[config.mk]
export PLATFORM = sky130hd
export DESIGN_NAME = cpu_seq_ctrl
export DESIGN_NICKNAME = d
export VERILOG_FILES = /design/src/rtl/cpu_seq_ctrl_pkg.sv /design/src/rtl/seq_cycle_cnt.sv /design/src/rtl/cpu_seq_ctrl.sv
export SDC_FILE = /design/constraint.sdc
export NUM_CORES = 1
export LEC_CHECK = 0
export BUFFER_PORTS_ARGS = -buffer_cell sky130_fd_sc_hd__buf_2
export CAP_MARGIN = 0
export CELL_PAD_IN_SITES_DETAIL_PLACEMENT = 1
export CELL_PAD_IN_SITES_GLOBAL_PLACEMENT = 1
export CORE_ASPECT_RATIO = 1.2
export CORE_MARGIN = 2
export CORE_UTILIZATION = 35
export DETAILED_ROUTE_END_ITERATION = 6
export PLACE_DENSITY = 0.78
export SETUP_SLACK_MARGIN = 0.1
export SLEW_MARGIN = 25
export SYNTH_ARGS = -nofsm -noshare
export SYNTH_HDL_FRONTEND = slang
export SYNTH_SLANG_ARGS = --single-unit
[constraint.sdc]
create_clock -name clk -period 2.3 [get_ports clk]
set_clock_uncertainty 0.15 [all_clocks]
set_input_delay 0.23 -clock clk [delete_from_list [all_inputs] [get_ports clk]]
set_output_delay 0.23 -clock clk [all_outputs]
set_load 0.1 [all_outputs]
[src/rtl/cpu_seq_ctrl_pkg.sv]
// Shared types and helpers for the cpu_seq_ctrl phase sequencer.
// P_HALT exists only when SEQ_STEP_EN is defined.
package cpu_seq_ctrl_pkg;

  typedef enum logic [2:0] {
    P_RST,
    P_FETCH,
    P_CALC,
    P_WRITE,
    P_NXT,
    P_FINISH,
    P_ERR
`ifdef SEQ_STEP_EN
    , P_HALT
`endif
  } SeqPhase;

  function automatic logic phase_busy(SeqPhase p);
    return !(p inside {P_RST, P_FINISH, P_ERR});
  endfunction

  // Counter width for values 0..n-1, never narrower than one bit.
  function automatic int unsigned cnt_width(int unsigned n);
    return (n > 1) ? $clog2(n) : 1;
  endfunction

endpackage

[src/rtl/seq_cycle_cnt.sv]
// Loadable up-counter with enable, synchronous clear and terminal-count compare.
module seq_cycle_cnt #(
  parameter int unsigned W = 2
) (
  input  logic         clk,
  input  logic         rstn,
  input  logic         clr,
  input  logic         load,
  input  logic [W-1:0] load_val,
  input  logic         en,
  input  logic [W-1:0] term,
  output logic [W-1:0] cnt,
  output logic         tc
);

  always_ff @(posedge clk or negedge rstn) begin
    if (!rstn)      cnt <= '0;
    else if (clr)   cnt <= '0;
    else if (load)  cnt <= load_val;
    else if (en)    cnt <= cnt + W'(1);
  end

  assign tc = (cnt == term);

endmodule

[src/rtl/cpu_seq_ctrl.sv]
// Parametrised CPU phase sequencer: FETCH -> CALC (watchdog) -> WRITE -> NXT per line.
// Optional single-step support (step_mode/step ports, P_HALT) under `define SEQ_STEP_EN.
module cpu_seq_ctrl
  import cpu_seq_ctrl_pkg::*;
#(
  parameter int unsigned FETCH_CYCLES = 4,
  parameter int unsigned WB_CYCLES    = 1,
  parameter int unsigned CALC_TIMEOUT = 255,
  parameter int unsigned ERR_W        = 4,
  parameter int unsigned LINE_W       = 8,
  localparam int unsigned SUB_W = cnt_width((FETCH_CYCLES > WB_CYCLES) ? FETCH_CYCLES : WB_CYCLES)
) (
  input  logic              clk,
  input  logic              rstn,
  input  logic              start,
  input  logic              clr,
  input  logic              stall,
  input  logic              nxt_line,
  input  logic              finish,
  input  logic              err,
  input  logic [ERR_W-1:0]  err_code,
`ifdef SEQ_STEP_EN
  input  logic              step_mode,
  input  logic              step,
`endif
  output SeqPhase           phase,
  output logic [SUB_W-1:0]  sub_idx,
  output logic [LINE_W-1:0] line_cnt,
  output logic [ERR_W-1:0]  err_q,
  output logic              busy
);

  localparam int unsigned       CW         = cnt_width(CALC_TIMEOUT);
  localparam logic [SUB_W-1:0]  FETCH_LAST = SUB_W'(FETCH_CYCLES - 1);
  localparam logic [SUB_W-1:0]  WB_LAST    = SUB_W'(WB_CYCLES - 1);
  localparam logic [CW-1:0]     CALC_LAST  = CW'((CALC_TIMEOUT == 0) ? 0 : CALC_TIMEOUT - 1);
  localparam logic [ERR_W-1:0]  ERR_WDOG   = '1;

  SeqPhase           phase_q, phase_d;
  logic [LINE_W-1:0] line_q, line_d;
  logic [ERR_W-1:0]  errq_r, errq_d;
  logic              sub_clr, sub_en, sub_tc;
  logic              calc_clr, calc_en, calc_tc;
  logic [SUB_W-1:0]  sub_term;
  logic [CW-1:0]     calc_cnt;
  logic              wdog_fire;

  // FETCH and WRITE share one index counter; only the terminal value differs.
  assign sub_term  = (phase_q == P_WRITE) ? WB_LAST : FETCH_LAST;
  assign wdog_fire = (CALC_TIMEOUT != 0) && calc_tc;

  seq_cycle_cnt #(.W(SUB_W)) u_sub_cnt (
    .clk      (clk),
    .rstn     (rstn),
    .clr      (sub_clr),
    .load     (1'b0),
    .load_val ('0),
    .en       (sub_en),
    .term     (sub_term),
    .cnt      (sub_idx),
    .tc       (sub_tc)
  );

  seq_cycle_cnt #(.W(CW)) u_calc_cnt (
    .clk      (clk),
    .rstn     (rstn),
    .clr      (calc_clr),
    .load     (1'b0),
    .load_val ('0),
    .en       (calc_en),
    .term     (CALC_LAST),
    .cnt      (calc_cnt),
    .tc       (calc_tc)
  );

  always_ff @(posedge clk or negedge rstn) begin
    if (!rstn) begin
      phase_q <= P_RST;
      line_q  <= '0;
      errq_r  <= '0;
    end else begin
      phase_q <= phase_d;
      line_q  <= line_d;
      errq_r  <= errq_d;
    end
  end

  always_comb begin
    phase_d  = phase_q;
    line_d   = line_q;
    errq_d   = errq_r;
    sub_clr  = 1'b0;
    sub_en   = 1'b0;
    calc_clr = 1'b0;
    calc_en  = 1'b0;
    if (err) begin
      // First error code sticks for as long as the sequencer stays in P_ERR.
      phase_d = P_ERR;
      if (phase_q != P_ERR) errq_d = err_code;
    end else if (!stall) begin
      case (phase_q)
        P_RST: begin
          if (start) begin
            phase_d  = P_FETCH;
            sub_clr  = 1'b1;
            calc_clr = 1'b1;
          end
        end
        P_FETCH: begin
          if (sub_tc) begin
            phase_d = P_CALC;
            sub_clr = 1'b1;
          end else begin
            sub_en = 1'b1;
          end
        end
        P_CALC: begin
          if (finish) begin
            phase_d  = P_FINISH;
            calc_clr = 1'b1;
          end else if (nxt_line) begin
            phase_d  = P_WRITE;
            calc_clr = 1'b1;
          end else if (wdog_fire) begin
            phase_d  = P_ERR;
            errq_d   = ERR_WDOG;
            calc_clr = 1'b1;
          end else begin
            calc_en = 1'b1;
          end
        end
        P_WRITE: begin
          if (sub_tc) begin
            phase_d = P_NXT;
            sub_clr = 1'b1;
          end else begin
            sub_en = 1'b1;
          end
        end
        P_NXT: begin
          line_d  = line_q + LINE_W'(1);
`ifdef SEQ_STEP_EN
          phase_d = step_mode ? P_HALT : P_FETCH;
`else
          phase_d = P_FETCH;
`endif
        end
`ifdef SEQ_STEP_EN
        P_HALT: begin
          if (step) phase_d = P_FETCH;
        end
`endif
        P_FINISH: begin
          if (clr) begin
            phase_d  = P_RST;
            sub_clr  = 1'b1;
            calc_clr = 1'b1;
            errq_d   = '0;
          end
        end
        P_ERR: begin
          if (clr) begin
            phase_d  = P_RST;
            sub_clr  = 1'b1;
            calc_clr = 1'b1;
            errq_d   = '0;
            line_d   = '0;
          end
        end
        default: ;
      endcase
    end
  end

  assign phase    = phase_q;
  assign line_cnt = line_q;
  assign err_q    = errq_r;
  assign busy     = phase_busy(phase_q);

endmodule

[Yosys cells after proc, flatten, opt, wreduce, memory -nomap -nowiden]
Cells that the tools add are included.
Storage, ports and cells
  register bits after elaboration: 25
  output and inout bits: 18
  logic and storage cells: 90
Operators by class
  add/sub/neg operators: 3
  equal/unequal tests: 20
  mux-type cells: 47
  bitwise operators: 2
  reduce and logical (&&, ||, !) cells: 13
Operator list (number)
  $mux W4: 7
  $mux W3: 9
  $mux W8: 3
  $ne A3 B3 Y1 const B: 7
  $mux W1: 20
  $pmux W3 S6: 1
  $add A8 B1 Y8 const B: 2
  $pmux W8 S2: 1
  $reduce_and A7 Y1: 2
  $eq A3 B3 Y1 const B: 3
  $eq A8 B8 Y1 const B: 1
  $pmux W4 S2: 1
  $reduce_bool A7 Y1: 1
  $eq A3 B2 Y1 const B: 2
  $mux W2: 3
  $pmux W1 S3: 2
  $reduce_bool A2 Y1: 3
  $reduce_bool A3 Y1: 2
  $ne A5 B5 Y1 const B: 1
  $ne A2 B1 Y1 const B: 2
  $reduce_and A4 Y1: 1
  $reduce_or A2 Y1: 2
  $eq A3 B1 Y1 const B: 1
  $logic_not A3 Y1: 1
  other kinds (6): 7

[Depth between registers and ports, before layout]
Gate-level depths: netlist (run 1).
  depth after elaboration: 9
  gate-level depth with buffers: 7
  mapped depth without buffers: 6

[By module]
A second synthesis (run 1) with hierarchy kept.
Unflattened totals
  cells, all modules: 199
  area, all modules: 1785.5 sq um
Modules (own cells, without submodules)
  cpu_seq_ctrl: times used 1, cells an instance 128, area an instance 1068.5 sq um, sequential area each 375.4 sq um
  seq_cycle_cnt at u_calc_cnt: times used 1, cells an instance 58, area an instance 583.1 sq um, sequential area each 200.2 sq um
  seq_cycle_cnt at u_sub_cnt: times used 1, cells an instance 13, area an instance 133.9 sq um, sequential area each 50.0 sq um

[Worst setup path after synthesis (run 1)]
OpenSTA, ideal clock, no wires.
  kind: reg2out
  start point: register phase_q[2] (netlist: phase[2])
  end point: output port busy
  arrival: 3.211 ns
  data required time: 1.920 ns
  setup slack: -1.291 ns
  stages on the path, launching flop included: 6
  buffers on the path: 2
  cell sequence: dfrtp_1 buf_2 buf_2 nor2b_1 nor3_1 a21oi_1
Between the ends
  word-level cells in the longest chain between the ends: 3
  elaborated cells on any way between the ends: 5
  those cells by class: eq/ne: 2; reduce/logical: 3
RTL lines
  start, declared: RTL line cpu_seq_ctrl.sv:39  | SeqPhase phase_q, phase_d;
  start signal, assigned: RTL line cpu_seq_ctrl.sv:82  | phase_q <= phase_d;
  $eq A3 B3 Y1 or $logic_not A3 Y1 (tied branches): RTL line cpu_seq_ctrl_pkg.sv:19  | return !(p inside {P_RST, P_FINISH, P_ERR});
  $reduce_bool A3 Y1 *: RTL line cpu_seq_ctrl_pkg.sv:19
  $logic_not A1 Y1 *: RTL line cpu_seq_ctrl_pkg.sv:19
  end, declared: RTL line cpu_seq_ctrl.sv:30  | output logic busy
Every way passes the cells marked *; elsewhere a longest branch is shown, timed or not.

[Worst setup path in the final report (run 1)]
  start point: register phase_q[2] (netlist: phase[2])
  end point: register line_q[0] (netlist: line_cnt[0])
Between the ends
  word-level cells in the longest chain between the ends: 3
  elaborated cells on any way between the ends: 6
  those cells by class: eq/ne: 3; mux: 1; reduce/logical: 2
RTL lines
  $eq A3 B3 Y1: RTL line cpu_seq_ctrl.sv:101  | case (phase_q)
  $ne A2 B2 Y1 (no source line) or $reduce_bool A2 Y1 (tied branches)
  $reduce_and A4 Y1 (no source line)
  end signal, assigned: RTL line cpu_seq_ctrl.sv:83  | line_q <= line_d;
  end, declared: RTL line cpu_seq_ctrl.sv:40  | logic [LINE_W-1:0] line_q, line_d;
Parallel ways exist; a longest one is shown, timed or not.
A chain may end at the register's enable or synchronous reset.

==> results of run 1 <==
-- repair_timing --
action | in CTS | in global routing
hold buffers | 1 | 0
endpoints found under the setup margin | 1 | 12
hold endpoints to repair | 25 | 0
gates resized for setup | 3 | 4
-- stage by stage --
step / util, % / std cells / worst slack [ns] / TNS [ns] / cell area, µm²
2_1_floorplan: - / 190 / -0.08707 / -0.08707 / 1689
3_3_place_gp: 41.69 / 274 / 0.2157 / 0 / 1916
3_5_place_dp: 41.69 / 274 / 0.1773 / 0 / 1916
4_1_cts: 43.14 / 279 / 0.1243 / 0 / 1982
5_1_grt: 43.71 / 279 / 0.07339 / 0 / 2008
6_report: 43.71 / 279 / 0.1508 / 0 / 2008
-- registers in the layout (all words and copies together) (netlist names) --
name and count:
line_cnt 8, err_q 4, phase 3, u_sub_cnt.cnt 2
u_calc_cnt.cnt 8
-- layer usage --
| layer | part of all wire [%] | vias to the layer above | track usage [%] |
|---|---|---|---|
| met5 | 0 | - | 0 |
| met4 | 1.7 | 0 | 7.143 |
| met3 | 2.0 | 7 | 1.834 |
| met2 | 53 | 22 | 31.58 |
| met1 | 44 | 769 | 23.83 |
| li1 | - | 773 | - |
-- final timing paths --
check | from | end | cells after the start | slack (ns)
setup / recovery | phase[2] | line_cnt[0] | 4 | 0.15
hold / removal | err_code[3] | err_q[3] | 3 | 0.09
setup reg to reg | phase[2] | line_cnt[0] | 4 | 0.15
hold reg to reg | err_q[3] | err_q[3] | 2 | 0.37
max in group asynchronous | rstn | phase[0] | 2 | 1.20
min in group asynchronous | rstn | err_q[3] | 2 | 0.35
-- cells by family after synthesis --
logic type | after synthesis
adder cells (fa/ha/maj) | 3
multiplexers | 9
flip-flops | 25
AO/OA/AOI/OAI | 53
XOR/XNOR | 2
AND/OR/NAND/NOR | 76
buffers and inverters | 22
-- cells in the mapped netlist, drive strengths merged --
master | n | area [µm²]
dfrtp | 25 | 625.6
a21oi | 15 | 75.07
nand2 | 15 | 56.30
o21ai | 12 | 60.06
inv | 9 | 33.78
nand3 | 9 | 45.04
a22oi | 8 | 60.06
mux2i | 8 | 80.08
buf | 7 | 41.29
nor2 | 7 | 26.28
clkbuf | 6 | 25.02
nand2b | 6 | 37.54
nor2b | 6 | 37.54
nand4 | 5 | 31.28
nor3 | 5 | 25.02
o31ai | 5 | 37.54
or3 | 4 | 25.02
or4 | 4 | 30.03
ha | 3 | 37.54
nor4 | 3 | 18.77
and3 | 2 | 12.51
nand4b | 2 | 17.52
o211ai | 2 | 20.02
o32a | 2 | 20.02
or2 | 2 | 12.52
a211o | 1 | 8.760
a21o | 1 | 7.510
a31oi | 1 | 6.260
and3b | 1 | 8.760
and4 | 1 | 8.760
mux2 | 1 | 11.26
nor3b | 1 | 7.510
nor4b | 1 | 23.77
o211a | 1 | 10.01
o21a | 1 | 7.510
o311a | 1 | 10.01
o311ai | 1 | 16.27
o31a | 1 | 8.760
o32ai | 1 | 8.760
or3b | 1 | 8.760
or4b | 1 | 10.01
xnor2 | 1 | 8.760
xor2 | 1 | 8.760
-- worst max-delay path, cell delays in order (launching register included) --
cell	delay, ns
dfrtp_2	0.51
buf_4	0.24
or4b_1	0.60
nor2_1	0.20
mux2_2	0.35
-- cell usage in the layout (no fill, tap or decap), types with 2 or more instances in the layout --
| cell type | count |
|---|---|
| nand4b_1 | 2 |
| or4_1 | 4 |
| a22oi_1 | 8 |
| or3_1 | 4 |
| nor4_1 | 3 |
| and3_1 | 2 |
| dfrtp_2 | 2 |
| nor2b_1 | 6 |
| nor3_1 | 4 |
| buf_2 | 28 |
| nand2b_1 | 6 |
| nor2_1 | 6 |
| nand4_1 | 5 |
| a21oi_1 | 14 |
| clkbuf_8 | 3 |
| nand2_1 | 15 |
| o31ai_1 | 5 |
| buf_4 | 10 |
| inv_1 | 9 |
| mux2i_1 | 8 |
| nand3_1 | 9 |
| ha_1 | 3 |
| o21ai_0 | 6 |
| o32a_1 | 2 |
| dfrtp_1 | 22 |
| o21ai_1 | 6 |
-- final cells by class --
| class | count | area (µm²) |
|---|---|---|
| clock buffers | 4 | 45.04 |
| fillers | 593 | 2586 |
| inverters | 9 | 33.78 |
| multi-input cells | 143 | 988.4 |
| flip-flops and latches | 25 | 631.9 |
| well taps | 58 | 72.57 |
| repair buffers | 40 | 236.5 |
==> out/metrics.cfg, run 1 <==
[route]
remaining_drc_errors=0
route.vias.total=1571
ant_nets=0
firstDrtPassIters=4
drt_wl_total_mm=4.416
viasPerCell=5.631
wl_per_cell_um=15.83
drt-initial-drc-count=33

[global_route]
grt_max_degree=26
track_usage_pct=18.56
antenna_found_initial=0
grt.overflow.total=0
grt_pass1_vias=1641
grt_pass1_wl_mm=7.755

[critical_path]
path_class=reg2reg
start_kind=register
crit_required_ns=2.32
cp_max_fo=12
critPathArrivalTime_ns=2.17
end_kind=register

[synth]
yosysUniqueCellTypes=50
synth_top_family_by_area=simple AND/OR/NAND/NOR gates
synth-xor-area-share_pct=1.048
synth-simple-area-share_pct=26.50
seq_area_frac_synth_pct=37.43
ys_ff_latch=25
synth_fa_ha_area_share_pct=2.246
yosysWarnings=0
synth_compound_area_share_pct=21.33
synth.area.mux_share_pct=5.464
syn_area_um2=1672
synth_cells=190
synth_nets=205
avgSynthCellArea_um2=8.798

[layout]
fin_nets=237
syn2layout_area_growth_pct=20.13
n_antenna_cell=0
drive_gt1_share_pct=24.43

[floorplan]
rows=27
start_util_pct=36.38
ioPinCount=30
core_region_area_um2=4594
die_h_um=79.71
die_w_um=67.09
dieArea_um2=5347

[cts]
ctsRootBufferMaster=clkbuf_8
cts_buffer_depth=2
numCtsBuffers=3
tritoncts=built
htree_levels=1
postCtsSetupBuffers=0
clock_latency_ns=0.28
clkTransAtPathRegs_ns=0.09
cts_sinks=25

[sta]
whs_ns=0.08853
rsz0062_at_grt=true
finalMaxSlewViolations=0
fmax_mhz=465.3
worst_pin_slew_ns=0.6033
final-hold-violation-count=0
slew_headroom_pct=59.78
fin_crit_sh_pct=93.44
finalSetupViolations=0
layout_min_cycle_time_ns=2.149

[placement]
gp_congestion=0.7937
dp_hpwl_mm=3.191
port-buffer-count=29

[run]
cap_viol_max_count=0

[hold_path]
hold_path.class=in2reg

[run_status]
status=finished clean

Power of run 1 is left out: the tool's default activity adds up to more than one toggle a clock period on the data nets, which glitch-free logic cannot reach.
==> run 2, diff against run 1 <==
--- a/config.mk
+++ b/config.mk
@@ -5,15 +5,16 @@
 export SDC_FILE = /design/constraint.sdc
 export NUM_CORES = 1
 export LEC_CHECK = 0
+export ABC_AREA = 1
 export BUFFER_PORTS_ARGS = -buffer_cell sky130_fd_sc_hd__buf_2
 export CAP_MARGIN = 0
 export CELL_PAD_IN_SITES_DETAIL_PLACEMENT = 1
 export CELL_PAD_IN_SITES_GLOBAL_PLACEMENT = 1
 export CORE_ASPECT_RATIO = 1.2
-export CORE_MARGIN = 2
+export CORE_MARGIN = 10
 export CORE_UTILIZATION = 35
 export DETAILED_ROUTE_END_ITERATION = 6
-export PLACE_DENSITY = 0.78
+export PLACE_DENSITY = 0.81
 export SETUP_SLACK_MARGIN = 0.1
 export SLEW_MARGIN = 25
 export SYNTH_ARGS = -nofsm -noshare
==> out/metrics.cfg, run 2 <==
[layout]
final_cell_count_no_fill=324  ; +16%
final_cell_mix=nand2_1 (69), nand3_1 (29), buf_2 (29)
n_antenna_cell=0  ; unchanged
syn2layout_area_growth_pct=14.74
final_common_cell=nand2_1
n_fill_cell=611  ; +3.0%
register_area_um2=629.4  ; -0.40%
drive_gt1_share_pct=20.30  ; -4.1 points
multi_input_area_um2=922.1  ; -6.7%
fin_nets=282  ; +19%

[sta]
finalSetupViolations=0  ; unchanged
fin_crit_sh_pct=91.23  ; -2.2 points
layout_min_cycle_time_ns=2.098  ; -0.05089 ns
fin_ws_ns=0.2017  ; +0.05089 ns
rsz0062_at_grt=false
slew_headroom_pct=60.42  ; +0.64 points
fin_setup_tns_ns=0  ; unchanged
final-hold-violation-count=0  ; unchanged
worst_pin_slew_ns=0.5937  ; -0.009574 ns
fmax_mhz=476.6  ; +2.4%
finalMaxSlewViolations=0  ; unchanged
whs_ns=0.1090  ; +0.02042 ns

[run]
cap_viol_max_count=0  ; unchanged

[critical_path]
end_kind=output pin
start_kind=register
worstSetupStartpoint=phase[1]
r2r_slack_ns=0.41  ; +0.26 ns
path_class=reg2out
crit_required_ns=1.92  ; -0.40 ns
cp_max_fo=12  ; unchanged
r2r_start=u_calc_cnt.cnt[0]
critPathArrivalTime_ns=1.72  ; -0.45 ns

[route]
route.vias.total=1596  ; +1.6%
ant_nets=0  ; unchanged
viasPerCell=4.926  ; -13%
drt-initial-drc-count=70  ; +110%
wl_per_cell_um=13.78  ; -13%
firstDrtPassIters=4  ; unchanged
remaining_drc_errors=0  ; unchanged
drt_wl_total_mm=4.466  ; +1.1%

[cts]
cts_buffer_depth=2  ; unchanged
tritoncts=built
clkTransAtPathRegs_ns=0.10  ; about the same
cts_sinks=25  ; unchanged
clock_latency_ns=0.28  ; about the same
numCtsBuffers=3  ; unchanged
postCtsSetupBuffers=0  ; unchanged
htree_levels=1  ; unchanged
ctsRootBufferMaster=clkbuf_8

[floorplan]
die_w_um=83.42  ; +24%
ioPinCount=30  ; unchanged
dieArea_um2=8016  ; +50%
core_region_area_um2=4628  ; +0.74%
die_h_um=96.10  ; +21%
start_util_pct=36.50  ; +0.11 points
rows=27  ; unchanged

[power_and_ir_drop]
max-vdd-ir-drop_v=0.0009540
leakagePower_nw=1.056
pwr_density_cell_nw_per_um2=1461
p_total_mw=2.831

[hold_path]
hold_path.class=in2reg
hp-start=err_code[0]

[synth]
synth_compound_area_share_pct=9.333  ; -12 points
synth_fa_ha_area_share_pct=2.222  ; -0.023 points
synth.area.mux_share_pct=0  ; -5.5 points
synth_top_area_share_pct=37.04  ; -0.39 points
synth_top_family_by_area=simple AND/OR/NAND/NOR gates
async_reset_ff_share_pct=100.0  ; unchanged
yosysWarnings=0  ; unchanged
synthTopCellsByCount=nand2_1 (69), nand3_1 (29), inv_1 (26)
yosysMostFrequentCell=nand2_1
ys_ff_latch=25  ; unchanged
synth_area_leaders=dfrtp_1 (37%), nand2_1 (15%), nand3_1 (8.6%)
avgSynthCellArea_um2=7.157  ; -19%
synth-simple-area-share_pct=38.67  ; +12 points
syn_area_um2=1689  ; +1.0%
synth-main-ff-cell=dfrtp_1
seq_area_frac_synth_pct=37.04  ; -0.39 points
synth.largest_area_cell=dfrtp_1
synth_cells=236  ; +24%
synth_edf_count=0  ; unchanged
yosysUniqueCellTypes=28  ; -44%
synth_nets=251  ; +22%
synth-xor-area-share_pct=3.630  ; +2.6 points

[global_route]
grt.overflow.total=0  ; unchanged
track_usage_pct=11.54  ; -7.0 points
grt_pass1_vias=1731  ; +5.5%
antenna_found_initial=0  ; unchanged
grt_pass1_wl_mm=7.872  ; +1.5%
grt_max_degree=26  ; unchanged

[placement]
dp_hpwl_mm=3.525  ; +10%
port-buffer-count=29  ; unchanged
gp_congestion=0.8498  ; +7.1%
dp.cells=319  ; +16%
dpl_worst_slack_ns=0.2549  ; +0.07752 ns

[run_status]
status=finished clean

run 2: worst paths after layout:
path / end / cells past startpoint
max in group asynchronous: phase[0] / 2
min in group asynchronous: line_cnt[4] / 2
hold / removal: err_q[0] / 5
hold reg to reg: err_q[3] / 2
setup / recovery: busy / 5
setup reg to reg: u_calc_cnt.cnt[1] / 11
run 2: logic make-up (layout without fill, tap and decap cells):
| kind of cell | Yosys count | count (layout) |
|---|---|---|
| compound gates | 27 | 27 |
| xor+xnor | 7 | 7 |
| simple gates | 141 | 141 |
| flops | 25 | 25 |
| fa+ha+maj | 3 | 3 |
| buf+inv | 33 | 63 |
run 2: routing by layer:
layer | wire length [µm] | share of wire, % | vias up | GRT usage [%]
li1 | - | - | 817 | -
met1 | 2069 | 46 | 744 | 13.42
met2 | 2183 | 49 | 27 | 20.88
met3 | 142 | 3.2 | 8 | 2.029
met4 | 72 | 1.6 | 0 | 4.330
met5 | 0 | 0 | - | 0
run 2: power by group:
part	total, mW	switching, mW	leakage [nW]	internal (mW)
clock	0.274	0.152	0.0255	0.122
sequential	0.763	0.181	0.325	0.582
combinational	1.79	1.46	0.705	0.332
total	2.83	1.79	1.06	1.04
run 2: timing repair:
item | in CTS | in global routing
gates resized for setup | 0 | 1
hold endpoints to repair | 25 | 0
hold buffers | 1 | 0
endpoints found under the setup margin | 0 | 1
run 2: layout make-up:
type | instances | share of cell area, %
Clock buffer | 3 | 2.130
Tap cell | 58 | 3.744
Multi-Input combinational cell | 178 | 47.58
Clock inverter | 1 | 0.2582
Timing Repair Buffer | 31 | 8.393
Inverter | 28 | 5.423
Sequential cell | 25 | 32.47
run 2: metrics by stage:
| stage | area, µm² | utilization [%] |
|---|---|---|
| floorplan | 1700 | - |
| global placement | 1877 | 40.55 |
| detailed placement | 1877 | 40.55 |
| CTS | 1933 | 41.77 |
| global route | 1938 | 41.88 |
| finish | 1938 | 41.88 |
run 2: worst max-delay path, cell delays in order, from the launching register on:
cell and delay, ns:
dfrtp_2 0.51, inv_1 0.12, nand3_1 0.15, nand2_2 0.13, nor2_4 0.09, buf_2 0.42
(Power assumes the default switching activity.)
